### config.mk
export PLATFORM = sky130hd
export DESIGN_NAME = line_bank_controller
export DESIGN_NICKNAME = d
export VERILOG_FILES = /design/src/rtl/line_bank_controller.sv
export SDC_FILE = /design/constraint.sdc
export NUM_CORES = 1
export LEC_CHECK = 0
export CORE_MARGIN = 4
export CORE_UTILIZATION = 57
export DETAILED_ROUTE_END_ITERATION = 7
export GPL_TIMING_DRIVEN = 0
export PLACE_DENSITY_LB_ADDON = 0.12
export SLEW_MARGIN = 40
export SYNTH_ARGS = -nofsm -noshare
export SYNTH_HDL_FRONTEND = slang
export SYNTH_SLANG_ARGS = --single-unit
### constraint.sdc
create_clock -name clk -period 13.5 [get_ports clk]
set_input_delay 4.05 -clock clk [delete_from_list [all_inputs] [get_ports clk]]
set_output_delay 4.05 -clock clk [all_outputs]
set_load 0.01 [all_outputs]
### src/rtl/line_bank_controller.sv
// line_bank_controller
// Captures ADC lines into a ring of line banks held in an external RAM and replays
// them with horizontal rescaling (fixed-point step) and vertical line repetition.
// Optional build macro: LBC_STATUS_EN adds 8-bit saturating overflow/underflow
// event counters; without it ovf_count/unf_count are tied to zero.
module line_bank_controller #(
  parameter int PIXEL_W     = 12,
  parameter int BANK_BITS   = 2,
  parameter int LINE_BITS   = 10,
  parameter int FRAC_BITS   = 8,
  parameter int PRIME_LINES = 2
) (
  input  logic                           clk,
  input  logic                           rst,
  input  logic                           sample_enable,
  input  logic                           h_sync_in,
  input  logic                           active_video_in,
  input  logic [PIXEL_W-1:0]             pixel_data_in,
  input  logic                           line_reset,
  input  logic                           hdmi_request,
  input  logic [LINE_BITS+FRAC_BITS-1:0] h_step,
  input  logic [3:0]                     line_repeat,
  output logic [PIXEL_W-1:0]             pixel_data_out,
  output logic                           ram_wr_en,
  output logic [BANK_BITS+LINE_BITS-1:0] ram_wr_addr,
  output logic [PIXEL_W-1:0]             ram_wr_data,
  output logic [BANK_BITS+LINE_BITS-1:0] ram_rd_addr,
  input  logic [PIXEL_W-1:0]             ram_rd_data,
  output logic [BANK_BITS:0]             fill_level,
  output logic                           overflow,
  output logic                           underflow,
  output logic [7:0]                     ovf_count,
  output logic [7:0]                     unf_count
);

  localparam int BANKS = 1 << BANK_BITS;
  localparam int ACC_W = LINE_BITS + FRAC_BITS;
  localparam int LEN_W = LINE_BITS + 1;   // a full line holds 2**LINE_BITS words
  localparam logic [BANK_BITS:0]   BANKS_FILL = (BANK_BITS+1)'(BANKS);
  localparam logic [BANK_BITS:0]   PRIME_FILL = (BANK_BITS+1)'(PRIME_LINES);
  localparam logic [BANK_BITS:0]   ONE_FILL   = (BANK_BITS+1)'(1);
  localparam logic [LEN_W-1:0]     FULL_LEN   = LEN_W'(1 << LINE_BITS);
  localparam logic [LINE_BITS-1:0] OFF_MAX    = '1;

  typedef enum logic [1:0] {IDLE, PRIME, RUN} state_t;

  state_t               state_q, state_d;
  logic [BANK_BITS-1:0] w_bank_q, r_bank_q;
  logic [LINE_BITS-1:0] w_off_q;
  logic                 w_sat_q;          // last word of the line already written
  logic [LEN_W-1:0]     len_q [BANKS];
  logic [BANK_BITS:0]   fill_q;
  logic [ACC_W-1:0]     acc_q, acc_d;
  logic [3:0]           rep_q;
  logic                 req_d1_q;
  logic [PIXEL_W-1:0]   pix_q;
  logic                 ovf_q, unf_q;

  logic                 wr_go, commit, commit_adv, ovf_evt;
  logic                 line_end, rel_line, unf_evt, start_run;
  logic [LEN_W-1:0]     w_count, rd_len, rd_last;
  logic [3:0]           rep_lim, rep_inc;
  logic [LINE_BITS-1:0] acc_int, rd_off;
  logic [ACC_W:0]       acc_sum;

  // Write side: a saturated line stops writing but still commits its full length.
  assign wr_go      = active_video_in & sample_enable & ~w_sat_q;
  assign w_count    = w_sat_q ? FULL_LEN : {1'b0, w_off_q};
  assign commit     = h_sync_in & (w_sat_q | (w_off_q != '0));
  assign commit_adv = commit & (fill_q < BANKS_FILL);
  assign ovf_evt    = commit & ~commit_adv;

  // Read side: a line ends after max(line_repeat,1) output lines; the last
  // committed line is never released, it is replayed instead.
  assign rep_lim  = (line_repeat == 4'd0) ? 4'd1 : line_repeat;
  assign rep_inc  = rep_q + 4'd1;
  assign line_end = (state_q == RUN) & line_reset & (rep_inc >= rep_lim);
  assign rel_line = line_end & ((fill_q > ONE_FILL) | commit_adv);
  assign unf_evt  = line_end & ~rel_line;
  assign start_run = (state_q == PRIME) & (state_d == RUN);

  // Read address clamps to the last stored word of the current bank.
  assign acc_int = acc_q[ACC_W-1:FRAC_BITS];
  assign rd_len  = len_q[r_bank_q];
  assign rd_last = (rd_len == '0) ? '0 : rd_len - LEN_W'(1);
  assign rd_off  = ({1'b0, acc_int} > rd_last) ? rd_last[LINE_BITS-1:0] : acc_int;
  assign acc_sum = {1'b0, acc_q} + {1'b0, h_step};

  // Horizontal accumulator next value: cleared per output line, saturating add.
  always_comb begin
    acc_d = acc_q;
    if (line_reset) begin
      acc_d = '0;
    end else if (hdmi_request) begin
      acc_d = acc_sum[ACC_W] ? '1 : acc_sum[ACC_W-1:0];
    end
  end

  // Read FSM next state: wait for data, then for enough buffered lines.
  always_comb begin
    state_d = state_q;
    case (state_q)
      IDLE:    if (commit) state_d = PRIME;
      PRIME:   if (line_reset && (fill_q >= PRIME_FILL)) state_d = RUN;
      RUN:     state_d = RUN;
      default: state_d = IDLE;
    endcase
  end

  // Read FSM state register.
  always_ff @(posedge clk or posedge rst) begin
    if (rst) state_q <= IDLE;
    else     state_q <= state_d;
  end

  // Write pointer, saturation and per-bank committed lengths.
  always_ff @(posedge clk or posedge rst) begin
    if (rst) begin
      w_bank_q <= '0;
      w_off_q  <= '0;
      w_sat_q  <= 1'b0;
      for (int i = 0; i < BANKS; i++) len_q[i] <= '0;
    end else if (h_sync_in) begin
      w_off_q <= '0;
      w_sat_q <= 1'b0;
      if (commit)     len_q[w_bank_q] <= w_count;
      if (commit_adv) w_bank_q <= w_bank_q + BANK_BITS'(1);
    end else if (wr_go) begin
      if (w_off_q == OFF_MAX) w_sat_q <= 1'b1;
      else                    w_off_q <= w_off_q + LINE_BITS'(1);
    end
  end

  // Fill level: a commit and a release in the same cycle cancel out.
  always_ff @(posedge clk or posedge rst) begin
    if (rst)                           fill_q <= '0;
    else if (commit_adv && !rel_line)  fill_q <= fill_q + ONE_FILL;
    else if (rel_line && !commit_adv)  fill_q <= fill_q - ONE_FILL;
  end

  // Read bank, accumulator and line-repeat counter.
  always_ff @(posedge clk or posedge rst) begin
    if (rst) begin
      r_bank_q <= '0;
      acc_q    <= '0;
      rep_q    <= '0;
    end else begin
      acc_q <= acc_d;
      if (start_run) begin
        rep_q <= '0;
      end else if ((state_q == RUN) && line_reset) begin
        if (line_end) begin
          rep_q <= '0;
          if (rel_line) r_bank_q <= r_bank_q + BANK_BITS'(1);
        end else begin
          rep_q <= rep_inc;
        end
      end
    end
  end

  // Sticky error flags.
  always_ff @(posedge clk or posedge rst) begin
    if (rst) begin
      ovf_q <= 1'b0;
      unf_q <= 1'b0;
    end else begin
      ovf_q <= ovf_q | ovf_evt;
      unf_q <= unf_q | unf_evt;
    end
  end

  // Output pipeline: one stage aligns the request with the RAM read data.
  always_ff @(posedge clk or posedge rst) begin
    if (rst) begin
      req_d1_q <= 1'b0;
      pix_q    <= '0;
    end else begin
      req_d1_q <= hdmi_request;
      pix_q    <= (req_d1_q && (state_q == RUN)) ? ram_rd_data : '0;
    end
  end

`ifdef LBC_STATUS_EN
  logic [7:0] ovf_cnt_q, unf_cnt_q;

  // Saturating event counters.
  always_ff @(posedge clk or posedge rst) begin
    if (rst) begin
      ovf_cnt_q <= '0;
      unf_cnt_q <= '0;
    end else begin
      if (ovf_evt && (ovf_cnt_q != 8'hFF)) ovf_cnt_q <= ovf_cnt_q + 8'd1;
      if (unf_evt && (unf_cnt_q != 8'hFF)) unf_cnt_q <= unf_cnt_q + 8'd1;
    end
  end

  assign ovf_count = ovf_cnt_q;
  assign unf_count = unf_cnt_q;
`else
  assign ovf_count = 8'd0;
  assign unf_count = 8'd0;
`endif

  assign ram_wr_en      = wr_go;
  assign ram_wr_addr    = {w_bank_q, w_off_q};
  assign ram_wr_data    = pixel_data_in;
  assign ram_rd_addr    = {r_bank_q, rd_off};
  assign pixel_data_out = pix_q;
  assign fill_level     = fill_q;
  assign overflow       = ovf_q;
  assign underflow      = unf_q;

endmodule

==> impl_metrics.ini, run 1 <==
[floorplanning]
std_cell_rows = 37
die-area_mm2 = 0.01269
die_w_um = 112.6
initial_utilization_pct = 59.39
die_h_um = 112.6
io_pins = 123
core_area_mm2 = 0.01051

[placed_design]
place_ws_ns = 4.225
hpwl_mm = 11.36
gp_congestion = 0.8653
io_buffers = 94
placed_cells = 904

[clock_network]
htreeDepth = 3
path_clk_slew_ns = 0.09
cts_made_buffers = 9
tritoncts = built
clock_sinks = 101
post_cts_hold_buffer_count = 0
cts_root_buffer = clkbuf_8
clk_latency_ns = 0.36
clockBufferDepth = 2
post_cts_buffers = 0
post_cts_resized = 0

[global_routing]
grt_overflow = 0
antenna_found_initial = 0
grt_pass1_wl_mm = 25.48
grt_max_degree = 77
grt_util_all_layers_pct = 24.12
grt_pass1_vias = 5482

[timing]
relSlewSlack_pct = 61.85
fin_crit_sh_pct = 71.53
fin_ws_ns = 3.843
grt_setup_unrepaired = no
hold_viol = 0
slew_violations = 0
worst_hold_slack_ns = 0.4543
max_freq_mhz = 103.6
clock-skew-final_ns = 0.009481
finalSetupViolCount = 0
worst_pin_slew_ns = 0.5723
period_needed_ns = 9.657
finalSetupTns_ns = 0

[min_path]
min_from = state_q[1]
hp-class = reg2reg
hold_path_end = state_q[0]
min_path_cells = 1

[drt]
first_iter_violations = 408
vias = 5161
drt_wl_total_mm = 14.84
viasPerCell = 5.616
wire_per_inst_um = 16.15
route.detailed.drc = 0
firstDrtPassIters = 4
ant_nets = 0

[power]
swShare_pct = 35.99
power.switching_mw = 0.3655
total_leakage_power_nw = 3.544
power_density_mw_per_mm2 = 132.9
internal_power_mw = 0.6502
pwr-share-seq_pct = 35.7
power_frac_comb_pct = 45.5
pwr-share-clk_pct = 18.8
irDropWorstVdd_mv = 0.09050

[setup_path]
end_kind = output port
cp-start-kind = flip-flop
worstPathArrival_ns = 5.61
required_ns = 9.45
reg2reg_slack_ns = 10.37
critPathKind = reg2out
r2r-end = acc_q[2]
worst_r2r_path_depth = 11
r2r-start = acc_q[0]
cp_max_fo = 10

[logic_synthesis]
yosysTopAreaCell = dfrtp_1
ys_seq_area_share_pct = 40.50
synth_flop_cell = dfrtp_1
synth_area_mm2 = 0.006241
ys_types = 59
syn-instance-count = 658
yosysMostFrequentCell = dfrtp_1
netlist_top_cells_area = dfrtp_1 40%, ha_1 8.6%, o21ai_0 4.8%, nand2_1 3.8%, nor2_1 3.7%
syn_avg_cell_area_um2 = 9.485
ys_ff_latch = 101
async_flop_share_pct = 100.0
ys_warn_count = 0
synth_edf_count = 0
synth_top_area_share_pct = 40.50
yosys-top-cells-count = 101 x dfrtp_1, 64 x nand2_1, 61 x nor2_1

[final_layout]
fin_cells = 919
utilization_pct = 72.75
fin_nets = 876
drive_above_1_share_pct = 9.706
syn2layout_area_growth_pct = 22.49
antenna_cells = 0

[job]
drv_cap = 0

[run_status]
status = completed
per-layer routing:
layer | up-vias | wire length (um) | global-route usage (%)
met1 | 2466 | 6127 | 28.89
met5 | - | 0 | 0
li1 | 2501 | - | -
met2 | 168 | 7581 | 42.77
met4 | 0 | 304 | 8.413
met3 | 26 | 829 | 5.175
cell type report:
cell class	count	area [um2]
Timing Repair Buffer	95	968.4
Multi-Input combinational cell	482	3319
Clock buffer	11	141.4
Tap cell	136	170.2
Fill cell	819	2864
Buffer	58	341.6
Clock inverter	4	48.80
Inverter	32	127.6
Sequential cell	101	2527
cell families after synthesis:
logic type,count (synthesis),synth area share (%)
adders and majority gates,44,8.942
DFF,101,40.50
buffers and inverters,90,7.398
muxes,35,7.959
and+or+nand+nor,207,16.00
xor gates and xnor gates,31,4.350
other,1,0.06009
AOI/OAI and AO/OA,149,14.80
power by group through the flow:
stage               clock network (mW)  registers, mW  logic (mW)
finish                           0.190          0.363       0.462
CTS                              0.196          0.363       0.462
global placement                     0          0.366       0.441
global route                     0.209          0.367       0.510
detailed placement                   0          0.369       0.459
floorplan                            0          0.368       0.300
critical path: stages (launching register included):
cell	delay, ns
dfrtp_1	0.34
buf_2	0.23
buf_2	0.31
mux4_1	0.43
inv_1	0.09
ha_1	0.22
nand2_1	0.07
or2_0	0.20
o32a_1	0.28
nor4b_4	0.38
nand2b_1	0.20
ha_1	0.27
a2111oi_0	0.36
a21oi_1	0.13
or4_1	0.41
a31oi_1	0.23
a211oi_2	0.08
buf_6	0.16
mux2i_1	0.25
clkdlybuf4s50_1	0.59
how the worst max path moves through the flow:
stage | startpoint | to | slack, ns
after CTS | r_bank_q[1] | ram_rd_addr[1] | 3.82
after floorplan | active_video_in | ram_wr_en | 5.19
after global placement | active_video_in | ram_wr_en | 4.23
after global routing | r_bank_q[1] | ram_rd_addr[1] | 3.53
final | r_bank_q[1] | ram_rd_addr[1] | 3.84
after detailed placement | active_video_in | ram_wr_en | 4.23
registers in the layout (all words and copies together) (netlist names), 2 cells and up:
| register | count |
|---|---|
| state_q | 2 |
| w_off_q | 10 |
| r_bank_q | 2 |
| pixel_data_out | 12 |
| w_bank_q | 2 |
| len_q | 44 |
| acc_q | 18 |
| rep_q | 4 |
| fill_level | 3 |
placed cells by master (no fill, tap or decap), types with 8 or more instances in the layout:
cell type	Yosys	final
a211oi_1	20	20
clkdlybuf4s50_1	0	94
buf_4	28	28
dfrtp_1	101	101
mux4_2	8	8
clkbuf_1	25	26
and3_1	16	16
inv_1	32	31
ha_1	43	43
xnor2_1	14	14
a21oi_1	23	23
clkbuf_8	0	10
conb_1	1	16
nand4_1	8	8
nor2_1	61	61
nand2_1	64	64
mux2i_1	17	17
a21o_1	14	14
nand2b_1	19	19
o21ai_0	60	60
xor2_1	17	17
stage by stage:
stage / area (um2) / power, mW
5_1_grt: 7645 / 1.086
3_5_place_dp: 7443 / 0.8276
3_3_place_gp: 7408 / 0.8079
6_report: 7645 / 1.016
4_1_cts: 7634 / 1.020
2_1_floorplan: 6297 / 0.6676
No activity file was read; power rests on OpenSTA's default activity.
==> inputs of run 2 (changes only) <==
--- a/config.mk
+++ b/config.mk
@@ -6,7 +6,7 @@
 export NUM_CORES = 1
 export LEC_CHECK = 0
 export CORE_MARGIN = 4
-export CORE_UTILIZATION = 57
+export CORE_UTILIZATION = 48
 export DETAILED_ROUTE_END_ITERATION = 7
 export GPL_TIMING_DRIVEN = 0
 export PLACE_DENSITY_LB_ADDON = 0.12
==> constraint.sdc (replaced) <==
create_clock -name clk -period 8.8 [get_ports clk]
set_input_delay 2.64 -clock clk [delete_from_list [all_inputs] [get_ports clk]]
set_output_delay 2.64 -clock clk [all_outputs]
set_load 0.01 [all_outputs]
==> impl_metrics.ini, run 2 (synthesis results as in run 1) <==
[final_layout]
mostFrequentLayoutCells = 101 x dfrtp_1, 94 x clkdlybuf4s50_1, 64 x nand2_1
drive_above_1_share_pct = 9.694
largest_register_ffs = 44
antenna_cells = 0
regMostFlops = len_q
fillCellCount = 1090
syn2layout_area_growth_pct = 25.50
fin_nets = 876
final_common_cell = dfrtp_1

[timing]
hold_viol = 0
clock-skew-final_ns = 0.005278
grt_setup_unrepaired = no
fin_crit_sh_pct = 92.67
worst_pin_slew_ns = 0.7361
finalSetupTns_ns = 0
slew_violations = 0
max_freq_mhz = 122.6
period_needed_ns = 8.155
relSlewSlack_pct = 50.55
finalSetupViolCount = 0

[clock_network]
post_cts_buffers = 0
cts_root_buffer = clkbuf_16
tritoncts = built
clockBufferDepth = 2
cts_made_buffers = 9
clock_sinks = 101
htreeDepth = 3
clk_latency_ns = 0.34
post_cts_resized = 0
path_clk_slew_ns = 0.06
post_cts_hold_buffer_count = 0

[power]
power.switching_mw = 0.5688
pwr-share-seq_pct = 32.7
irDropWorstVdd_mv = 0.1128
power_mw = 1.707
power_density_mw_per_mm2 = 217.9
internal_power_mw = 1.138
power_frac_comb_pct = 41.0
swShare_pct = 33.32
pwr-share-clk_pct = 26.4
total_leakage_power_nw = 3.610

[setup_path]
critPathKind = reg2out
end_kind = output port
cp_max_fo = 10
worstPathArrival_ns = 5.52
cp-start-kind = flip-flop
required_ns = 6.16

[global_routing]
grt_overflow = 0
grt_util_all_layers_pct = 20.74
grt_pass1_wl_mm = 24.74
antenna_found_initial = 0
grt_pass1_vias = 5068
grt_max_degree = 64

[drt]
viasPerCell = 5.312
drt_wl_total_mm = 14.73
wire_per_inst_um = 15.40
first_iter_violations = 228
ant_nets = 0
firstDrtPassIters = 5
route.detailed.drc = 0
vias = 5078

[placed_design]
hpwl_mm = 11.28
gp_congestion = 0.8798
io_buffers = 94

[min_path]
hp-class = reg2reg

[floorplanning]
std_cell_rows = 41
die-area_mm2 = 0.01489
core_area_mm2 = 0.01267
initial_utilization_pct = 49.25
io_pins = 123
die_h_um = 122.0
die_w_um = 122.0

[run_status]
status = completed

[job]
drv_cap = 0
[run 2: changes by cell type in the layout (fill, tap and decap cells not counted)]
cell,previous run,this run
nor3_1,7,8
clkinv_4,1,0
clkbuf_16,0,9
nor3_2,1,0
bufinv_16,1,3
clkbuf_8,10,0
inv_6,0,1
[run 2: per-layer routing]
metal	track usage (%)	vias to the layer above	wire length, um	share of wire, %
li1	-	2507	-	-
met1	28.51	2404	6733	46
met2	33.63	151	7028	48
met3	2.971	16	726	4.9
met4	7.423	0	238	1.6
met5	0	-	0	0
[run 2: area by class of cell]
type | instances | area (um2) | share of cell area [%]
flip-flops and latches | 101 | 2527 | 32.27
repair buffers | 95 | 968.4 | 12.36
plain buffers | 58 | 341.6 | 4.361
clock inverters | 6 | 108.9 | 1.390
clock buffers | 10 | 229.0 | 2.923
inverters | 32 | 127.6 | 1.629
well taps | 172 | 215.2 | 2.748
multi-input cells | 482 | 3314 | 42.32
[run 2: path summary, 6_finish.rpt]
path,from,end,slack (ns),cells after the start
max reg2reg,acc_q[0],acc_q[7],5.66,11
min,state_q[1],state_q[0],0.43,1
min in group asynchronous,rst,acc_q[4],2.66,2
min reg2reg,state_q[1],state_q[0],0.43,1
max in group asynchronous,rst,w_off_q[7],5.56,3
max,r_bank_q[1],ram_rd_addr[0],0.64,19
[run 2: stage by stage]
stage | util [%] | setup WS [ns] | instance area [um2] | instances | hold WS, ns
4_1_cts | 61.77 | 0.6292 | 7826 | 956 | 0.4343
5_1_grt | 61.82 | 0.2846 | 7833 | 956 | 0.4804
2_1_floorplan | - | 2.029 | 6297 | 673 | 0.4089
3_5_place_dp | 59.10 | 0.9928 | 7488 | 940 | 0.4254
3_3_place_gp | 58.82 | 1.089 | 7453 | 939 | 0.4189
6_report | 61.82 | 0.6449 | 7833 | 956 | 0.4279
[run 2: power groups by stage]
stage                     Clock [mW]  Sequential [mW]  Combinational, mW
after floorplan                    0            0.564              0.460
after global placement             0            0.564              0.675
after detailed placement           0            0.565              0.697
after CTS                      0.460            0.558              0.704
after global routing           0.480            0.566              0.780
final                          0.450            0.558              0.699
[run 2: critical path, stage by stage, from the launching register on]
cell             delay (ns)
dfrtp_1                0.38
buf_2                  0.25
buf_2                  0.30
mux4_1                 0.41
inv_1                  0.09
ha_1                   0.21
nand2_1                0.06
or2_0                  0.20
o32a_1                 0.28
nor4b_4                0.38
nand2b_1               0.19
ha_1                   0.26
a2111oi_0              0.38
a21oi_1                0.12
or4_1                  0.41
a31oi_1                0.22
a211oi_2               0.07
buf_6                  0.16
mux2_4                 0.31
clkdlybuf4s50_1        0.48
